`src/rtl/edge_event_monitor.sv`:
```
// edge_event_monitor
//   Samples CHANNELS single-bit signals through a two-stage pipeline, detects
//   qualified rising/falling edges, keeps per-channel saturating edge counters
//   and queues one record per edge into a small FIFO drained via valid/ready.
//   Optional feature macro: EDGE_MON_TIMESTAMP_EN (adds a free-running
//   timestamp captured into each record and driven on evt_ts).

module edge_event_monitor #(
   parameter int CHANNELS   = 4,
   parameter int CNT_W      = 8,
   parameter int FIFO_DEPTH = 4,
   parameter int TS_W       = 16
) (
   input  logic                                             clock,
   input  logic                                             reset,
   input  logic [CHANNELS-1:0]                              sig_in,
   input  logic [1:0]                                       edge_sel,
   input  logic                                             clear,
   input  logic                                             evt_ready,
   output logic                                             evt_valid,
   output logic [((CHANNELS > 1) ? $clog2(CHANNELS) : 1)-1:0] evt_chan,
   output logic                                             evt_rise,
   output logic [TS_W-1:0]                                  evt_ts,
   output logic [CHANNELS*CNT_W-1:0]                        count_out,
   output logic                                             overflow
);

   localparam int CW = (CHANNELS > 1) ? $clog2(CHANNELS) : 1;
   localparam int AW = $clog2(FIFO_DEPTH);

   logic [CHANNELS-1:0] r_s1, r_s2, r_pend, r_pend_rise;
   logic                r_primed;
   logic [CHANNELS*CNT_W-1:0] r_cnt;
   logic                r_overflow;

   logic [CW-1:0]       r_fifo_chan [FIFO_DEPTH];
   logic [FIFO_DEPTH-1:0] r_fifo_rise;
   logic [AW-1:0]       r_wr_ptr, r_rd_ptr;
   logic [AW:0]         r_count;

   logic [CHANNELS-1:0] w_edge, w_rise, w_qual;
   logic [CHANNELS-1:0] w_grant_oh, w_push_oh, w_busy, w_accept;
   logic [CW-1:0]       w_grant;
   logic                w_full, w_empty, w_pop, w_push, w_drop;

   // Edge detection on the s1/s2 pipeline, qualified by edge_sel; silent until primed
   always_comb begin
      w_edge = '0;
      w_rise = '0;
      if (r_primed) begin
         w_edge = r_s1 ^ r_s2;
         w_rise = r_s1 & ~r_s2;
      end else begin
         w_edge = '0;
         w_rise = '0;
      end
      w_qual = (w_rise & {CHANNELS{edge_sel[0]}}) |
               (w_edge & ~w_rise & {CHANNELS{edge_sel[1]}});
   end

   // FIFO status, lowest-index pending arbitration and drop detection
   always_comb begin
      w_empty    = (r_count == {(AW+1){1'b0}});
      w_full     = (r_count == (AW+1)'(FIFO_DEPTH));
      w_pop      = ~w_empty & evt_ready;
      w_grant_oh = r_pend & (~r_pend + CHANNELS'(1));
      w_grant    = '0;
      for (int i = 0; i < CHANNELS; i++) begin
         w_grant = w_grant | (w_grant_oh[i] ? CW'(i) : {CW{1'b0}});
      end
      w_push     = (|r_pend) & (~w_full | w_pop);
      w_push_oh  = w_push ? w_grant_oh : {CHANNELS{1'b0}};
      // A channel is busy if its pending record is not leaving this cycle
      w_busy     = r_pend & ~w_push_oh;
      w_accept   = w_qual & ~w_busy;
      w_drop     = |(w_qual & w_busy);
   end

   // Input sampling pipeline with one-cycle priming after reset
   always_ff @(posedge clock or posedge reset) begin
      if (reset) begin
         r_s1     <= '0;
         r_s2     <= '0;
         r_primed <= 1'b0;
      end else if (!r_primed) begin
         r_s1     <= sig_in;
         r_s2     <= sig_in;
         r_primed <= 1'b1;
      end else begin
         r_s1     <= sig_in;
         r_s2     <= r_s1;
      end
   end

   // Per-channel pending flags; a record leaving this cycle frees the slot for a new edge
   always_ff @(posedge clock or posedge reset) begin
      if (reset) begin
         r_pend      <= '0;
         r_pend_rise <= '0;
      end else begin
         r_pend      <= (r_pend & ~w_push_oh) | w_qual;
         r_pend_rise <= (r_pend_rise & ~w_accept) | (w_rise & w_accept);
      end
   end

   // Saturating edge counters; clear takes priority over a same-cycle increment
   always_ff @(posedge clock or posedge reset) begin
      if (reset) begin
         r_cnt <= '0;
      end else if (clear) begin
         r_cnt <= '0;
      end else begin
         for (int i = 0; i < CHANNELS; i++) begin
            if (w_qual[i] && (r_cnt[i*CNT_W +: CNT_W] != {CNT_W{1'b1}})) begin
               r_cnt[i*CNT_W +: CNT_W] <= r_cnt[i*CNT_W +: CNT_W] + CNT_W'(1);
            end
         end
      end
   end

   // Sticky overflow flag for dropped records
   always_ff @(posedge clock or posedge reset) begin
      if (reset) begin
         r_overflow <= 1'b0;
      end else if (clear) begin
         r_overflow <= 1'b0;
      end else if (w_drop) begin
         r_overflow <= 1'b1;
      end
   end

   // Event FIFO storage and pointers; push+pop together keeps occupancy
   always_ff @(posedge clock or posedge reset) begin
      if (reset) begin
         r_wr_ptr    <= '0;
         r_rd_ptr    <= '0;
         r_count     <= '0;
         r_fifo_rise <= '0;
         for (int i = 0; i < FIFO_DEPTH; i++) begin
            r_fifo_chan[i] <= '0;
         end
      end else begin
         if (w_push) begin
            r_fifo_chan[r_wr_ptr] <= w_grant;
            r_fifo_rise[r_wr_ptr] <= |(r_pend_rise & w_grant_oh);
            r_wr_ptr              <= r_wr_ptr + AW'(1);
         end
         if (w_pop) begin
            r_rd_ptr <= r_rd_ptr + AW'(1);
         end
         if (w_push && !w_pop) begin
            r_count <= r_count + (AW+1)'(1);
         end else if (!w_push && w_pop) begin
            r_count <= r_count - (AW+1)'(1);
         end
      end
   end

`ifdef EDGE_MON_TIMESTAMP_EN
   logic [TS_W-1:0] r_ts;
   logic [TS_W-1:0] r_fifo_ts [FIFO_DEPTH];

   // Free-running timestamp and per-record capture at push time
   always_ff @(posedge clock or posedge reset) begin
      if (reset) begin
         r_ts <= '0;
         for (int i = 0; i < FIFO_DEPTH; i++) begin
            r_fifo_ts[i] <= '0;
         end
      end else begin
         r_ts <= r_ts + TS_W'(1);
         if (w_push) begin
            r_fifo_ts[r_wr_ptr] <= r_ts;
         end
      end
   end

   assign evt_ts = r_fifo_ts[r_rd_ptr];
`else
   assign evt_ts = '0;
`endif

   assign evt_valid = ~w_empty;
   assign evt_chan  = r_fifo_chan[r_rd_ptr];
   assign evt_rise  = r_fifo_rise[r_rd_ptr];
   assign count_out = r_cnt;
   assign overflow  = r_overflow;

endmodule

```
`config.mk`:
```
export PLATFORM = sky130hd
export DESIGN_NAME = edge_event_monitor
export DESIGN_NICKNAME = d
export VERILOG_FILES = /design/src/rtl/edge_event_monitor.sv
export SDC_FILE = /design/constraint.sdc
export NUM_CORES = 1
export LEC_CHECK = 0
export CAP_MARGIN = 20
export CELL_PAD_IN_SITES_DETAIL_PLACEMENT = 1
export CELL_PAD_IN_SITES_GLOBAL_PLACEMENT = 1
export CORE_UTILIZATION = 35
export DETAILED_ROUTE_END_ITERATION = 10
export GPL_ROUTABILITY_DRIVEN = 0
export PLACE_DENSITY_LB_ADDON = 0.15
export RECOVER_POWER = 25
export SYNTH_ARGS = -nofsm -noshare
export SYNTH_HDL_FRONTEND = slang
export SYNTH_SLANG_ARGS = --single-unit
```
`constraint.sdc`:
```
create_clock -name clock -period 6.62 [get_ports clock]
set_clock_uncertainty 0.15 [all_clocks]
set_input_delay 1.324 -clock clock [delete_from_list [all_inputs] [get_ports clock]]
set_output_delay 1.324 -clock clock [all_outputs]
set_load 0.02 [all_outputs]
```
==> summary by stage <==
Power
Summed over all cells, the static leakage comes to 0.001825 uW. The peak supply drop is ~0.00011 V. Dividing total power by cell area gives a power density of around 290 nW/um^2. The design draws 1290 uW.

STA
The relative slew slack is between 30% and 40%. The hold violation total from the final report is 0. For this run, the top clock speed supported by timing is slightly below 300 MHz. Of the available clock period, the critical path in the final layout requires 51.68%. The final critical-path required period is 3.421 ns. Setup repair after global routing left no endpoint under its margin. The sum of negative setup slack is 0 ns. The number of pins exceeding their max-slew limit in the final report is 0. Setup violations remaining at the end of the flow were counted as 0. Setup slack closes at 3.199 ns. For the pin with the worst max-slew slack, the measured transition is 0.9177 ns.

Logic synthesis
The netlist area before placement is 3665 um^2. During synthesis, Yosys emitted a total of 0 warnings. After synthesis, flip-flops and latches occupy 47.12% of the total area.

Counting flops and latches in the post-synthesis netlist gives 69. The per-instance average area after synthesis is 10.53 um^2. The synthesized instance count is 348. For this run, the leading register cell type out of synthesis is sky130_fd_sc_hd__dfrtp_1. Yosys mapped the design onto between 50 and 60 distinct sky130hd cell types. The async set-or-reset flop fraction in the synthesized netlist is 100.0%. In this run, synthesis inferred 0 flip-flops with an integrated enable.

Global routing
For this run, the total global-route usage over all layers was measured as 16.50%. Entering global routing, the biggest net connects 70 pins. The via count of the first global-routing pass is between 2,000 and 3,000. The number of antenna violations at the first check in global routing was 0. The first global-routing pass estimated 14.52 mm of wire. Summed over all layers, the global routing overflow is 0.

Detailed routing
Routed signal wires occupy layers up through met4. In the final routed layout, each cell accounts on average for 15.54 um. For this block, the via count after detailed routing is 2,773. The first routing iteration left 60 violations. The count of nets left with antenna violations once routing finished came out at 0. The first TritonRoute pass finished after 4 iterations. In the routed design, unresolved DRC markers number 0. The met1 routed wirelength after detailed routing is 4.059 mm. The mean number of vias per cell is approximately 5.2.

The sum of met3 wire segment lengths after detailed routing is 242 um. The detailed route wirelength on metal2 is 3.834 mm. The final wirelength is slightly above 8 mm.

CTS
The clock transition at the registers of the reported paths is around 0.08 ns. The number of sinks on the clock net is 69. The clock passes through at most 2 buffers. Clock tree synthesis selected as its root buffer the cell sky130_fd_sc_hd__clkbuf_8. The clock latency on the worst-skew pair is 0.34 ns. Hold repair after CTS inserted 0 buffers.

CTS built an H-tree with a depth of 3. TritonCTS built the clock tree. Once the clock tree was built, the setup fixing pass inserted 0 buffers. Once the clock tree was built, the resizer swapped 0 gates to a different size. The number of clock buffers added by TritonCTS is 9.

Die
The initialized floorplan defines 36 standard-cell rows. After floorplanning, the core was sized to cover ~10000 um^2. The height of the chip is 104.3 um. Measured along the x axis, the die boundary spans around 100 um. Pin placement for this block handled 63 I/O pins. For this configuration, the core starts out at a cell density of 36.81%. The area of the die is about 11,000 um^2.

Min path
The min-delay analysis places its worst path in the category reg2reg. The path with the worst hold slack has its endpoint at r_count[2]. The worst hold path begins at r_count[2]. The worst hold path cell count is 1.

Place
The HPWL after detailed placement is 5.676 mm. The pre-CTS worst setup slack is 2.938 ns. The count of buffers added on input and output ports is 46.

Cells and area
After filler insertion, the fill cell instance count of the layout stands at approximately 1,100. The commonest non-fill, non-tap cell in the layout is sky130_fd_sc_hd__dfrtp_1. The fraction of final layout cells sized beyond drive strength 1 is 12.28%. In the final design database the tool counted about 420 nets.

Relative to the synthesized area, the layout overhead comes to 20.42%. The number of antenna cells inserted is 0. The sequential cells in the finished layout cover a total of ~1700 um^2.

The area taken by multi-input logic gates is 1772 um^2. In the layout the commonest cells are 69 x sky130_fd_sc_hd__dfrtp_1, 40 x sky130_fd_sc_hd__clkdlybuf4s50_1, 26 x sky130_fd_sc_hd__nand2_1.

Worst setup path
STA classifies the critical path startpoint as a flip-flop. The worst setup path is captured at an output pin. The cell count of the worst reg-to-reg path is 6. The setup path with the least slack is of type reg2out. The worst register-to-register path begins at r_count[0]. The worst register-to-register path ends at r_count[1]. The required time of the critical path is 5.15 ns. In this run the worst path has a maximum fanout of 5. In this run the register-to-register setup slack is 4.28 ns.

The arrival time at the worst endpoint is 1.95 ns.

Outcome
The run finished with clean final reports.

Job
Max-cap violations in this run came to 0.
[registers in the layout, summed over array words and instances (netlist names), named ones only]
name / count
count_out: 32
r_fifo_chan: 8
r_fifo_rise: 4
r_pend: 4
r_s1: 4
r_s2: 4
r_count: 3
r_rd_ptr: 2
r_wr_ptr: 2
overflow: 1
r_primed: 1
[critical path, stage by stage (launching register included)]
cell and delay (ns):
sky130_fd_sc_hd__dfrtp_1 0.51, sky130_fd_sc_hd__mux4_2 0.54, sky130_fd_sc_hd__clkdlybuf4s50_1 0.55
[worst max-delay path by stage]
stage / start / end / slack (ns) / depth (start not counted)
2_1_floorplan: reset / async pin / 3.41 / 1
3_5_place_dp: evt_ready / r_count[2] / 2.94 / 9
5_1_grt: evt_ready / r_count[2] / 3.08 / 9
4_1_cts: r_rd_ptr[0] / evt_rise / 3.15 / 2
6_report: r_rd_ptr[0] / evt_rise / 3.20 / 2
3_3_place_gp: evt_ready / r_count[2] / 3.05 / 9
[where the power goes]
group / internal, uW / switching (uW) / leakage (uW)
logic: 175 / 165 / 0.000809
registers: 493 / 65.7 / 0.000904
clock network: 222 / 168 / 0.000112
[layout make-up]
cell class                 count  area share, %
timing repair buffer          48          10.77
clock buffer                  10          3.119
inverter                      13          1.106
clock inverter                 6          1.956
tap                          133          3.771
multi-input combinational    253          40.15
sequential                    69          39.13
[logic make-up after synthesis]
| logic type | count (synthesis) | synth area share, % |
|---|---|---|
| buf+inv | 41 | 6.077 |
| xor+xnor | 9 | 2.151 |
| simple gates | 108 | 16.73 |
| other cells | 2 | 0.2049 |
| compound gates | 81 | 14.51 |
| fa+ha+maj | 14 | 4.985 |
| flops | 69 | 47.12 |
| mux | 24 | 8.228 |
[routing by layer]
layer / global-route usage (%) / up-vias
li1: - / 1336
met1: 22.86 / 1379
met2: 25.54 / 48
met3: 2.757 / 10
met4: 6.633 / 0
met5: 0 / -
[synthesized netlist by cell type (all sizes together), types with 2 or more instances]
cell type | count | area (um^2)
o31ai | 10 | 75.07
nor4b | 2 | 32.53
a31oi | 4 | 40.04
a21boi | 3 | 22.52
nor2 | 17 | 63.81
xor2 | 3 | 26.28
and4 | 2 | 20.02
nand3 | 13 | 65.06
nand2 | 26 | 97.59
clkbuf | 8 | 31.28
conb | 2 | 7.510
o41ai | 3 | 26.28
buf | 20 | 142.6
dfrtp | 69 | 1727
and2 | 3 | 18.77
mux2i | 2 | 20.02
a211oi | 3 | 22.52
mux2 | 19 | 214.0
o21ai | 18 | 90.08
nand4 | 4 | 25.02
inv | 13 | 48.80
or2 | 3 | 18.77
or4 | 9 | 67.56
and3 | 4 | 25.02
ha | 13 | 162.7
nor3b | 2 | 20.02
a21oi | 26 | 133.9
or3 | 9 | 56.30
xnor2 | 6 | 52.55
nor2b | 3 | 18.77
o21a | 3 | 22.52
a41o | 3 | 30.03
mux4 | 3 | 67.56
nor3 | 4 | 20.02
nand3b | 2 | 15.01
[per-stage QoR]
stage | cell area (um^2) | util, % | hold slack [ns] | std cells
floorplan | 3721 | - | 0.3061 | 363
global placement | 4189 | 42.08 | 0.3278 | 516
detailed placement | 4189 | 42.08 | 0.3422 | 516
CTS | 4413 | 44.33 | 0.3541 | 532
global route | 4413 | 44.33 | 0.3569 | 532
finish | 4413 | 44.33 | 0.3561 | 532
Note: power is estimated with default switching activity, not from simulation.
